[src/rtl/mem_arbiter.sv]
// Two-port round-robin arbiter and sequencer for a single-port data_mem.
// Each command gets a one-cycle grant. A write takes IDLE->ACCESS->IDLE.
// A read takes IDLE->ACCESS->RCAP->IDLE and returns data with a one-cycle rvalid.
`timescale 1ns/1ps
module mem_arbiter #(
  parameter int DATA_WIDTH = 8,
  parameter int ADDR_WIDTH = 8
) (
  input  logic                  clk,
  input  logic                  rst_n,
  input  logic                  req0,
  input  logic                  req1,
  input  logic                  we0,
  input  logic                  we1,
  input  logic [ADDR_WIDTH-1:0] addr0,
  input  logic [ADDR_WIDTH-1:0] addr1,
  input  logic [DATA_WIDTH-1:0] wdata0,
  input  logic [DATA_WIDTH-1:0] wdata1,
  output logic                  gnt0,
  output logic                  gnt1,
  output logic                  rvalid0,
  output logic                  rvalid1,
  output logic [DATA_WIDTH-1:0] rdata,
  output logic                  busy,
  output logic [DATA_WIDTH-1:0] mem_data,
  output logic [ADDR_WIDTH-1:0] mem_addr,
  output logic                  mem_wEn,
  output logic                  mem_rEn,
  input  logic [DATA_WIDTH-1:0] mem_out
);

  typedef enum logic [1:0] {IDLE, ACCESS, RCAP} state_t;

  state_t                state_q;
  logic                  last_q;   // last winner; also the in-flight owner once granted
  logic                  we_q;     // latched direction of the in-flight command
  logic                  gnt0_q, gnt1_q, rvalid0_q, rvalid1_q, busy_q;
  logic                  mem_wEn_q, mem_rEn_q;
  logic [DATA_WIDTH-1:0] rdata_q, mem_data_q;
  logic [ADDR_WIDTH-1:0] mem_addr_q;
  logic                  win_d;    // 0 = port 0 wins, 1 = port 1 wins

  // Winner pick: the sole requester, or the port that did not win last time.
  always_comb begin
    win_d = req1;
    if (req0 && req1) win_d = ~last_q;
  end

  // Arbitration and sequencing FSM; all outputs are registered here.
  always_ff @(posedge clk or negedge rst_n) begin
    if (!rst_n) begin
      state_q    <= IDLE;
      last_q     <= 1'b1;
      we_q       <= 1'b0;
      gnt0_q     <= 1'b0;
      gnt1_q     <= 1'b0;
      rvalid0_q  <= 1'b0;
      rvalid1_q  <= 1'b0;
      busy_q     <= 1'b0;
      mem_wEn_q  <= 1'b0;
      mem_rEn_q  <= 1'b0;
      rdata_q    <= '0;
      mem_data_q <= '0;
      mem_addr_q <= '0;
    end else begin
      // Grants and rvalids are single-cycle pulses.
      gnt0_q    <= 1'b0;
      gnt1_q    <= 1'b0;
      rvalid0_q <= 1'b0;
      rvalid1_q <= 1'b0;
      case (state_q)
        IDLE: begin
          if (req0 || req1) begin
            gnt0_q     <= ~win_d;
            gnt1_q     <= win_d;
            mem_addr_q <= win_d ? addr1 : addr0;
            mem_data_q <= win_d ? wdata1 : wdata0;
            mem_wEn_q  <= win_d ? we1 : we0;
            mem_rEn_q  <= win_d ? ~we1 : ~we0;
            we_q       <= win_d ? we1 : we0;
            last_q     <= win_d;
            busy_q     <= 1'b1;
            state_q    <= ACCESS;
          end
        end
        ACCESS: begin
          // data_mem performs the access at this edge; drop the enables.
          mem_wEn_q <= 1'b0;
          mem_rEn_q <= 1'b0;
          if (we_q) begin
            busy_q  <= 1'b0;
            state_q <= IDLE;
          end else begin
            state_q <= RCAP;
          end
        end
        RCAP: begin
          rdata_q   <= mem_out;
          rvalid0_q <= ~last_q;
          rvalid1_q <= last_q;
          busy_q    <= 1'b0;
          state_q   <= IDLE;
        end
        default: begin
          mem_wEn_q <= 1'b0;
          mem_rEn_q <= 1'b0;
          busy_q    <= 1'b0;
          state_q   <= IDLE;
        end
      endcase
    end
  end

  assign gnt0     = gnt0_q;
  assign gnt1     = gnt1_q;
  assign rvalid0  = rvalid0_q;
  assign rvalid1  = rvalid1_q;
  assign rdata    = rdata_q;
  assign busy     = busy_q;
  assign mem_data = mem_data_q;
  assign mem_addr = mem_addr_q;
  assign mem_wEn  = mem_wEn_q;
  assign mem_rEn  = mem_rEn_q;

endmodule

[config.mk]
export PLATFORM = sky130hd
export DESIGN_NAME = mem_arbiter
export DESIGN_NICKNAME = d
export VERILOG_FILES = /design/src/rtl/mem_arbiter.sv
export SDC_FILE = /design/constraint.sdc
export NUM_CORES = 1
export LEC_CHECK = 0
export ABC_AREA = 1
export CORE_UTILIZATION = 37
export DETAILED_ROUTE_END_ITERATION = 10
export GPL_TIMING_DRIVEN = 0
export PLACE_DENSITY = 0.86
export SYNTH_ARGS = -nofsm -noshare
export SYNTH_HDL_FRONTEND = slang
export SYNTH_SLANG_ARGS = --single-unit
[constraint.sdc]
create_clock -name clk -period 1 [get_ports clk]
set_input_delay 0.3 -clock clk [delete_from_list [all_inputs] [get_ports clk]]
set_output_delay 0.3 -clock clk [all_outputs]
set_load 0.005 [all_outputs]
Yosys cells after proc, flatten, opt, wreduce, memory -nomap -nowiden. Index checks and enable logic that the tools add are counted.

Equality and inequality tests: 4. Muxes and demuxes: 21. Bitwise gates (word level): 5. Reductions and logical operators: 6.

Operator list (count): $mux W8 (2); $mux W1 (13); $pmux W1 S2 (3); $reduce_and A2 Y1 (3); $not A1 Y1 (5); $mux W2 (2); $ne A2 B2 Y1 const B (2); $pmux W2 S2 (1); $eq A2 B1 Y1 const B (1); $eq A2 B2 Y1 const B (1); $logic_not A2 Y1 (1); $logic_and A1 B1 Y1 (1); $logic_or A1 B1 Y1 (1).

Register bits: 35. Bits of input ports: 46. Word-level logic and storage cells: 49.

Depth between registers and ports, before layout. Gate-level depths: netlist of run 1.

Word-level depth: 5. Mapped depth: 7. Depth with buffers taken out: 6.

Worst setup path before layout of run 1. No wires, ideal clock.

Path type: reg2reg. Start: register last_q. End: register mem_addr_q[7], in the netlist mem_addr[7]. Setup time: 65 ps. Data arrival time: 1044 ps. Required time: 935 ps. Path slack: -109 ps. Cell stages (with the launch flop): 7. Buffers on the path: 2. Clock period less this slack: 1109 ps. Path through: dfstp_2 > nand2_1 > buf_4 > buf_6 > nand3_1 > nand3_1 > nand2_1.

Longest elaborated chain between the ends: 3.

Ends and longest elaborated chain: start, declared (line 35) `logic last_q;`; start signal, assigned (line 81) `last_q <= win_d;`; $not A1 Y1 (line 46) `if (req0 && req1) win_d = ~last_q;`; $mux W1 (line 46); $mux W8 (line 76) `mem_addr_q <= win_d ? addr1 : addr0;`; end signal, assigned (line 76); end, declared (line 40) `logic [ADDR_WIDTH-1:0] mem_addr_q;`.

Every way passes these cells. A chain may end at the register's enable or synchronous reset.

Worst setup path after layout of run 1.
Start: register last_q. End: register mem_addr_q[4], in the netlist mem_addr[4].

Same word-level chain as after synthesis.

==> out/qor.csv, run 1 <==
stage,metric,value,unit
yosys,"top cells by count, synth","nand2_1 (83), nand3_1 (44), inv_1 (37), dfrtp_1 (34), buf_2 (6)",
outcome,failing checks,setup timing,
cts,clk sinks,35,
sta,final cycle utilization of the critical path,119,%
yosys,Yosys reg bits,35,
cts,clock latency on the worst-skew pair,280,ps
yosys,Mean Syn Cell Area,7.66,um^2
layout,P&R area growth vs syn,82.3,%
pwr,Pleak,1.69,nW
setup_path,worst-path fanout max,5,
floorplanning,die area,4870,um^2
floorplanning,# rows,24,
floorplanning,DIE WIDTH,69.8,um
yosys,"EDFF count, synth",0,
pwr,Seq pwr share,30.4,%
yosys,Mapped Nets,268,
layout,layout cells sized above 1,43.1,%
yosys,Synth Area in Simple Gates,34.1,%
yosys,ys async rst share,100,%
setup_path,reg-to-reg critical path endpoint,mem_addr[4],
outcome,outcome,finished with violations,
layout,post-layout util,70.7,%
cts,TritonCTS clock tree,built,
routing,DRT Pass-1 Iters,4,
global_routing,initial antenna violation count,0,
floorplanning,Initial Utilization,38.8,%
layout,ANT cells,0,
setup_path,R2R Setup Slk,-190,ps
routing,Iteration-0 DRC Markers,68,
placed_design,dpl hpwl,3010,um
hold_path,Hold Path Class,input port to asynchronous set/reset pin,
sta,relative slew slack,48.6,%
yosys,top-area cell type share of the netlist area,50.0,%
yosys,synth unique cells,15,
cts,Worst-path clk slew,70,ps
global_routing,pin count of the biggest net entering global routing,36,
yosys,yosys warns,0,
placed_design,IO buf count,76,
setup_path,CP endpoint,mem_addr[4],
yosys,Post-synth top flop,dfrtp_1,
sta,Slew @ Worst Pin,771,ps
flow_run,max cap viols,0,
pwr,combinational power share,57.7,%
setup_path,arrival time worst endpoint,1360,ps
sta,final max-slew violation count,0,
sta,Fmax,0.841,GHz
cts,CTS buffer count,5,
sta,# setup viols final,64,
placed_design,Final Wtd Congestion,0.741,
cts,hold buffer count at CTS,0,
floorplanning,I/O pin count,77,
setup_path,Critical Path RT,1180,ps
yosys,Syn Inst Count,222,
pwr,Sw Ratio,38.4,%
global_routing,total congestion overflow,0,
setup_path,"CP delay by family, top",flip-flops,
routing,Routed Antenna Nets,0,
routing,DR DRC count,0,
yosys,mux contribution to synthesized area,0,%
yosys,largest family of logic cells by synthesized area,simple AND/OR/NAND/NOR gates,
setup_path,Setup crit end kind,register,
floorplanning,die height,69.8,um
sta,fin crit period,1190,ps
pwr,Int Power,5.09,mW
yosys,largest cells by area after synthesis,"dfrtp_1 (50%), nand2_1 (18%), nand3_1 (13%)",
global_routing,All-Layer GR Usage,20.5,%
routing,total wire length,5680,um
setup_path,CP Depth,6,
pwr,peak supply drop,1.69,mV
yosys,Yosys top cell by area,dfrtp_1,
cts,CTS Root Cell,clkbuf_8,
routing,drt wl/cell,14.5,um
sta,RSZ-0062 raised after global routing,yes,
setup_path,FF-to-FF Start,last_q,
pwr,PwrDens,2670,nW/um^2
setup_path,Worst path slowest cell,dfstp_2,
setup_path,CP peak stage delay,560,ps
routing,DR vias/cell,4.83,
routing,vias,1889,
floorplanning,Floorplan Core Area,4380,um^2
sta,"Hold Vio Cnt, Final",0,
setup_path,CP Launch Type,register,
sta,setup ws final,-189,ps
pwr,P_sw,3.17,mW
setup_path,crit-path cells,nand2_4 -> nand2_4 -> buf_6 -> nand2_1 -> nand3_2 -> nand2_1,
cts,worst-case clock buffer depth,2,
pwr,total power,8.26,mW
yosys,Synth Area in Adders,0,%
global_routing,first-pass GRT wire length,7940,um
sta,clock skew,5.94,ps
yosys,XOR/XNOR Fraction of Synth Area,0,%
yosys,post-synthesis sequential area ratio,51.6,%
yosys,synthesized area,1700,um^2
layout,Layout Nets,384,
setup_path,critical path class,register to register,
setup_path,FF-to-FF path depth,6,
global_routing,number of global-route vias before repair,1720,
cts,CTS H-tree depth,2,
setup_path,crit path launch,last_q,
yosys,Compound-Gate Fraction of Synth Area,1.10,%
yosys,most numerous cell in the Yosys netlist,nand2_1,
pwr,Clock Power Share,12.0,%
setup_path,CP Buf/Inv Count,1,
-- kinds of logic after synthesis --
kind of cell,count (synthesis)
AO/OA/AOI/OAI,3
AND/OR/NAND/NOR,134
buffers and inverters,50
flip-flops,35
-- power groups by stage --
stage	sequential [mW]	combinational, mW	clock, mW
2_1_floorplan	2.53	1.64	0
3_3_place_gp	2.49	3.37	0
3_5_place_dp	2.49	3.48	0
4_1_cts	2.46	3.45	0.976
5_1_grt	2.57	5.13	1.08
6_report	2.51	4.76	0.990
-- sequential cells by signal, summed over array words and instances, names as in the netlist, 2 cells and up --
name	flops
mem_addr	8
mem_data	8
rdata	8
state_q	2
-- final cells by class --
type / count / area, um^2
Inverter: 38 / 143
Fill cell: 338 / 1280
Clock buffer: 7 / 76.3
Clock inverter: 1 / 5.00
Buffer: 12 / 146
Tap cell: 52 / 65.1
Multi-Input combinational cell: 137 / 861
Sequential cell: 35 / 877
Timing Repair Buffer: 109 / 927
-- per-stage QoR --
stage / setup slack (ps) / setup TNS (ps) / instances / hold slack (ps) / cell area (um^2)
2_1_floorplan: -81.9 / -1440 / 222 / 4.41 / 1780
3_3_place_gp: -1110 / -55450 / 350 / 452 / 2610
3_5_place_dp: -679 / -17790 / 350 / 417 / 2600
4_1_cts: -159 / -6820 / 370 / 111 / 2760
5_1_grt: -230 / -8640 / 391 / 153 / 3100
6_report: -189 / -6660 / 391 / 88.5 / 3100
-- worst reg2reg max path, delay by kind of cell (launching register included) --
kind	cells	cell delay, ps
DFF	1	560
buffers and inverters	1	130
and+or+nand+nor	5	390
-- worst min-delay path by stage --
stage,end,cells past startpoint,slack [ps],from
finish,rdata[4],1,90,rst_n
global route,rdata[4],1,150,rst_n
CTS,rdata[4],1,110,rst_n
detailed placement,rdata[4],1,420,rst_n
global placement,rdata[2],2,450,rdata[2]
floorplan,busy,0,4,rst_n
-- metal layers --
layer  vias up  GRT usage (%)  wire, um
li1        898              -         -
met1       918           25.1      2290
met2        63           35.9      3060
met4         0           5.78        78
met5         -              0         0
met3        10           4.51       254
-- what timing repair did --
| item | in CTS | in global routing |
|---|---|---|
| gates resized for setup | 151 | 49 |
| endpoints found under the hold margin | 0 | 0 |
| buffers inserted | 9 | 18 |
| endpoints found under the setup margin | 65 | 65 |
| gates cloned | 3 | 3 |
| pin swaps | 16 | 12 |
-- placed cells by master (no fill, tap or decap) --
cell              n
buf_12            2
dfstp_2           1
nor2_4            2
nor2_1            1
buf_6            14
inv_1            36
nor2_2            3
clkbuf_1          2
nand3_1          15
nor2_8            1
nand3_4           1
a21oi_2           1
clkdlybuf4s50_1  42
nand2_4           6
buf_8             3
dfrtp_1          34
nand2_1          61
buf_4            24
clkbuf_16         1
o21ai_2           2
buf_16            1
clkinv_2          1
nand3_2          28
buf_2            32
clkbuf_8          5
dlygate4sd2_1     2
nand2_2          16
inv_2             2
Power figures use the tool's default switching activity.
==> inputs of run 2 (changes only) <==
==> config.mk (replaced) <==
export PLATFORM = sky130hd
export DESIGN_NAME = mem_arbiter
export DESIGN_NICKNAME = d
export VERILOG_FILES = /design/src/rtl/mem_arbiter.sv
export SDC_FILE = /design/constraint.sdc
export NUM_CORES = 1
export LEC_CHECK = 0
export CAP_MARGIN = 20
export CORE_UTILIZATION = 41
export DETAILED_ROUTE_END_ITERATION = 10
export GPL_TIMING_DRIVEN = 0
export PLACE_DENSITY = 0.93
export SYNTH_ARGS = -nofsm -noshare
export SYNTH_HDL_FRONTEND = slang
export SYNTH_SLANG_ARGS = --single-unit
==> constraint.sdc (replaced) <==
create_clock -name clk -period 1.5 [get_ports clk]
set_input_delay 0.45 -clock clk [delete_from_list [all_inputs] [get_ports clk]]
set_output_delay 0.45 -clock clk [all_outputs]
set_load 0.005 [all_outputs]
==> run 2 against run 1 <==
The run now ends clean. Critical path type unchanged. Hold slack improved by 91 ps. Routed wire length decreased by 35%. Largest cell class is now sequential cells. Clock skew decreased by 2.4 ps.
==> out/qor.csv, run 2 <==
stage,metric,value,unit
sta,sum of negative setup slack,0,ps
outcome,outcome,finished clean,
routing,vias,1284,
cts,worst-case clock buffer depth,2,
layout,most frequent cells in the layout,"clkdlybuf4s50_1 (42), dfrtp_1 (34), dlygate4sd2_1 (32)",
sta,fin crit period,1460,ps
routing,Iteration-0 DRC Markers,39,
pwr,peak supply drop,0.778,mV
floorplanning,I/O pin count,77,
yosys,ys async rst share,100,%
global_routing,number of global-route vias before repair,1322,
pwr,PwrDens,1660,nW/um^2
yosys,synth unique cells,25,
floorplanning,Initial Utilization,44.1,%
global_routing,met3 usage,4.74,%
cts,Worst-path clk slew,100,ps
yosys,Yosys reg bits,35,
yosys,"EDFF count, synth",0,
floorplanning,die height,62.6,um
routing,Routed Antenna Nets,0,
layout,fin area,2410,um^2
yosys,top-area cell type share of the netlist area,56.5,%
cts,TritonCTS clock tree,built,
routing,DRT Pass-1 Iters,4,
sta,final max-slew violation count,0,
layout,Layout Nets,257,
yosys,"top cells by count, synth","dfrtp_1 (34), o21ai_0 (23), mux2i_1 (17), o21ai_1 (10), mux2_2 (8)",
global_routing,All-Layer GR Usage,20.4,%
yosys,largest cells by area after synthesis,"dfrtp_1 (57%), mux2i_1 (11%), o21ai_0 (7.6%)",
pwr,Pleak,1.15,nW
layout,Reg area,877,um^2
routing,DR DRC count,0,
placed_design,dpl hpwl,2730,um
setup_path,CP peak stage delay,570,ps
yosys,Mapped Nets,168,
hold_path,Hold Path Class,input port to asynchronous set/reset pin,
cts,hold buffer count at CTS,0,
setup_path,Crit path top cell by count,buf_12,
sta,Fmax,0.685,GHz
layout,multi-input logic area,591,um^2
floorplanning,die area,3920,um^2
setup_path,FF-to-FF Start,last_q,
setup_path,crit-path cells,a21bo_1 -> buf_12 -> buf_12 -> mux2i_2 -> o21ai_1,
routing,total wire length,3670,um
setup_path,critical path class,register to register,
placed_design,dpl cell area,2320,um^2
routing,drt wl/cell,14.2,um
layout,"most common cell after layout, fill and taps aside",clkdlybuf4s50_1,
setup_path,Critical Path RT,1720,ps
global_routing,met1 GRT Util,23.3,%
setup_path,worst-path fanout max,10,
yosys,yosys warns,0,
sta,# setup viols final,0,
yosys,Post-synth top flop,dfrtp_1,
setup_path,R2R Setup Slk,40,ps
sta,final cycle utilization of the critical path,97.4,%
yosys,Yosys top cell by area,dfrtp_1,
floorplanning,Floorplan Core Area,3420,um^2
yosys,Mean Syn Cell Area,12.3,um^2
setup_path,Setup crit end kind,register,
floorplanning,# rows,21,
yosys,post-synthesis sequential area ratio,58.3,%
setup_path,arrival time worst endpoint,1680,ps
placed_design,Final Wtd Congestion,0.729,
floorplanning,DIE WIDTH,62.6,um
cts,CTS Root Cell,clkbuf_4,
cts,clk sinks,35,
layout,Filler cells,266,
pwr,total power,4.00,mW
sta,WHS,179,ps
setup_path,FF-to-FF path depth,5,
global_routing,gr busiest metal,met2,
yosys,most numerous cell in the Yosys netlist,dfrtp_1,
global_routing,total congestion overflow,0,
layout,layout cells sized above 1,17.5,%
flow_run,max cap viols,0,
global_routing,first-pass GRT wire length,6040,um
global_routing,GR Util met2,35.5,%
layout,ANT cells,0,
layout,P&R area growth vs syn,60.4,%
global_routing,initial antenna violation count,0,
cts,CTS H-tree depth,2,
yosys,synthesized area,1510,um^2
global_routing,pin count of the biggest net entering global routing,36,
cts,CTS buffer count,5,
setup_path,reg-to-reg critical path endpoint,mem_data[7],
yosys,Syn Inst Count,122,
sta,Slew @ Worst Pin,749,ps
sta,"Hold Vio Cnt, Final",0,
routing,DR vias/cell,4.98,
setup_path,CP Launch Type,register,
sta,relative slew slack,50.1,%
sta,clock skew,3.51,ps
placed_design,IO buf count,76,
setup_path,Worst path slowest cell,dfstp_2,
cts,clock latency on the worst-skew pair,330,ps
## run 2: logic make-up after synthesis
logic type / after synthesis / share of synthesized area, %
compound gates: 40 / 14.8
buf+inv: 10 / 4.32
flops: 35 / 58.3
mux: 26 / 18.8
simple gates: 11 / 3.82
## run 2: routing by layer
| metal | up-vias | wire (um) |
|---|---|---|
| met1 | 611 | 1440 |
| met4 | 0 | 61 |
| met3 | 7 | 193 |
| li1 | 611 | - |
| met2 | 55 | 1980 |
| met5 | - | 0 |
## run 2: power by group
group	switching [mW]	internal [mW]	leakage (nW)
logic	0.820	1.08	0.690
clock network	0.287	0.183	0.0293
registers	0.226	1.40	0.428
total	1.33	2.67	1.15
## run 2: metrics by stage
stage	setup slack (ps)	utilization, %	cells
2_1_floorplan	187	-	122
3_3_place_gp	-694	68.0	244
3_5_place_dp	-542	67.9	244
4_1_cts	6.67	70.0	258
5_1_grt	-15.5	70.7	258
6_report	39.6	70.7	258
## run 2: what timing repair did
| item | in CTS | in global routing |
|---|---|---|
| endpoints found under the setup margin | 45 | 11 |
| gates resized for setup | 38 | 7 |
| gates cloned | 0 | 0 |
| setup buffers | 6 | 1 |
## run 2: area by class of cell
class	instances	area share (%)
Buffer	6	2.49
Clock buffer	7	1.87
Clock inverter	1	0.207
Inverter	3	0.466
Multi-Input combinational cell	77	24.5
Sequential cell	35	36.3
Tap cell	46	2.38
Timing Repair Buffer	83	31.8
## run 2: worst max path at each step
stage	from	slack [ps]	to
3_3_place_gp	rst_n	-690	mem_addr[0]
2_1_floorplan	last_q	190	mem_addr[7]
3_5_place_dp	req0	-540	mem_data[0]
6_report	last_q	40	mem_data[7]
4_1_cts	state_q[1]	7	mem_data[0]
5_1_grt	last_q	-20	mem_data[7]
## run 2: critical path: cells and delay by family (launching register included)
family | cells | cell delay, ps
buffers and inverters | 2 | 290
flip-flops | 1 | 570
multiplexers | 1 | 230
AO/OA/AOI/OAI | 2 | 250
==> inputs of run 3 (changes only) <==
--- a/config.mk
+++ b/config.mk
@@ -9,6 +9,7 @@
 export CORE_UTILIZATION = 41
 export DETAILED_ROUTE_END_ITERATION = 10
 export GPL_TIMING_DRIVEN = 0
+export MAX_ROUTING_LAYER = met4
 export PLACE_DENSITY = 0.93
 export SYNTH_ARGS = -nofsm -noshare
 export SYNTH_HDL_FRONTEND = slang
==> run 3 against run 2 <==
Utilization stayed put. Sequential power barely moved. Critical path depth did not move. Hold slack improved by 5.0 ps. Final cell count is the same. Clock-buffer cell count unchanged. Die area is the same. Clock skew increased by 0.53 ps. Final area did not move. Combinational power about the same. Non-clock buffer count stayed put. Critical endpoint unchanged. Largest power group unchanged. Highest routed layer unchanged.
==> out/qor.csv, run 3 (synthesized netlist as in run 2, its figures left out) <==
stage,metric,value,unit
layout,Layout Nets,257,
pwr,Sw Ratio,33.2,%
cts,worst-case clock buffer depth,2,
setup_path,FF-to-FF Start,last_q,
pwr,P_sw,1.33,mW
setup_path,reg-to-reg critical path endpoint,mem_data[7],
sta,fin crit period,1450,ps
routing,vias,1285,
layout,"most common cell after layout, fill and taps aside",clkdlybuf4s50_1,
floorplanning,Floorplan Core Area,3420,um^2
setup_path,critical path class,register to register,
pwr,Clock Power Share,11.7,%
global_routing,All-Layer GR Usage,21.0,%
routing,Routed Antenna Nets,0,
pwr,peak supply drop,0.778,mV
setup_path,FF-to-FF path depth,5,
layout,post-layout util,70.7,%
sta,clock skew,4.04,ps
cts,CTS Root Cell,clkbuf_4,
pwr,Pleak,1.15,nW
routing,DRT Pass-1 Iters,4,
setup_path,CP Launch Type,register,
sta,Slew @ Worst Pin,749,ps
global_routing,initial antenna violation count,0,
pwr,Seq pwr share,40.8,%
pwr,Int Power,2.67,mW
pwr,PwrDens,1650,nW/um^2
floorplanning,I/O pin count,77,
cts,TritonCTS clock tree,built,
global_routing,pin count of the biggest net entering global routing,36,
cts,CTS buffer count,5,
cts,clk sinks,35,
floorplanning,die area,3920,um^2
setup_path,R2R Setup Slk,50,ps
placed_design,IO buf count,76,
routing,total wire length,3660,um
pwr,combinational power share,47.5,%
layout,most frequent cells in the layout,"clkdlybuf4s50_1 (42), dfrtp_1 (34), dlygate4sd2_1 (32)",
sta,"Hold Vio Cnt, Final",0,
floorplanning,# rows,21,
sta,# setup viols final,0,
sta,sum of negative setup slack,0,ps
floorplanning,DIE WIDTH,62.6,um
floorplanning,die height,62.6,um
global_routing,number of global-route vias before repair,1325,
setup_path,arrival time worst endpoint,1660,ps
sta,WHS,184,ps
routing,DR vias/cell,4.98,
global_routing,total congestion overflow,0,
flow_run,max cap viols,0,
outcome,outcome,finished clean,
setup_path,worst-path fanout max,10,
floorplanning,Initial Utilization,44.1,%
layout,layout cells sized above 1,17.5,%
layout,P&R area growth vs syn,60.4,%
routing,Iteration-0 DRC Markers,41,
sta,Fmax,0.688,GHz
placed_design,Final Wtd Congestion,0.738,
sta,relative slew slack,50.1,%
layout,fin area,2410,um^2
hold_path,Hold Path Class,input port to asynchronous set/reset pin,
cts,CTS H-tree depth,2,
sta,final max-slew violation count,0,
setup_path,Critical Path RT,1710,ps
cts,clock latency on the worst-skew pair,320,ps
cts,Worst-path clk slew,100,ps
routing,drt wl/cell,14.2,um
sta,final cycle utilization of the critical path,96.9,%
layout,Filler cells,266,
placed_design,dpl hpwl,2730,um
setup_path,Setup crit end kind,register,
layout,ANT cells,0,
global_routing,first-pass GRT wire length,6040,um
placed_design,dpl cell area,2320,um^2
routing,DR DRC count,0,
==> run 3: cell counts in the layout (fill, tap and decap cells not counted) <==
No cell type changed its count.
==> run 3: power groups by stage <==
stage | Combinational, mW | Sequential [mW] | Clock (mW)
final | 1.90 | 1.63 | 0.467
after global routing | 2.09 | 1.69 | 0.531
after CTS | 1.87 | 1.62 | 0.487
after detailed placement | 1.98 | 1.68 | 0
after global placement | 1.93 | 1.64 | 0
after floorplan | 0.809 | 1.68 | 0
==> run 3: worst max-delay path: stages (launching register included) <==
cell and delay [ps]:
dfstp_2 570, a21bo_1 160, buf_12 150, buf_12 140, mux2i_2 220, o21ai_1 80
==> run 3: worst max path at each step <==
stage                     from          end
global placement         rst_n  mem_addr[0]
floorplan               last_q  mem_addr[7]
global route            last_q  mem_data[7]
detailed placement        req0  mem_data[0]
CTS                 state_q[1]  mem_data[0]
finish                  last_q  mem_data[7]
==> run 3: layer usage <==
metal	vias up	wire [um]	global-route usage [%]
met4	0	79	10.8
li1	611	-	-
met2	58	1970	35.7
met1	608	1410	22.8
met5	-	0	-
met3	8	206	4.74
==> run 3: layout make-up <==
cell class / instances / area (um^2) / share of cell area (%)
Inverter: 3 / 11.3 / 0.466
Buffer: 6 / 60.1 / 2.49
Timing Repair Buffer: 83 / 768 / 31.8
Multi-Input combinational cell: 77 / 591 / 24.5
Clock buffer: 7 / 45.0 / 1.87
Clock inverter: 1 / 5.00 / 0.207
Sequential cell: 35 / 877 / 36.3
Tap cell: 46 / 57.6 / 2.38
==> run 3: what timing repair did <==
action | in CTS | in global routing
setup buffers | 6 | 1
pin swaps | 0 | 0
resized for setup | 38 | 7
endpoints found under the setup margin | 45 | 11
hold buffers | 0 | 0
==> run 3: through the flow <==
stage                     cells  setup WS (ps)  power [mW]
final                       258           46.4        4.00
after global routing        258          -15.7        4.31
after CTS                   258           6.67        3.98
after detailed placement    244           -542        3.66
after global placement      244           -694        3.57
after floorplan             122            187        2.49
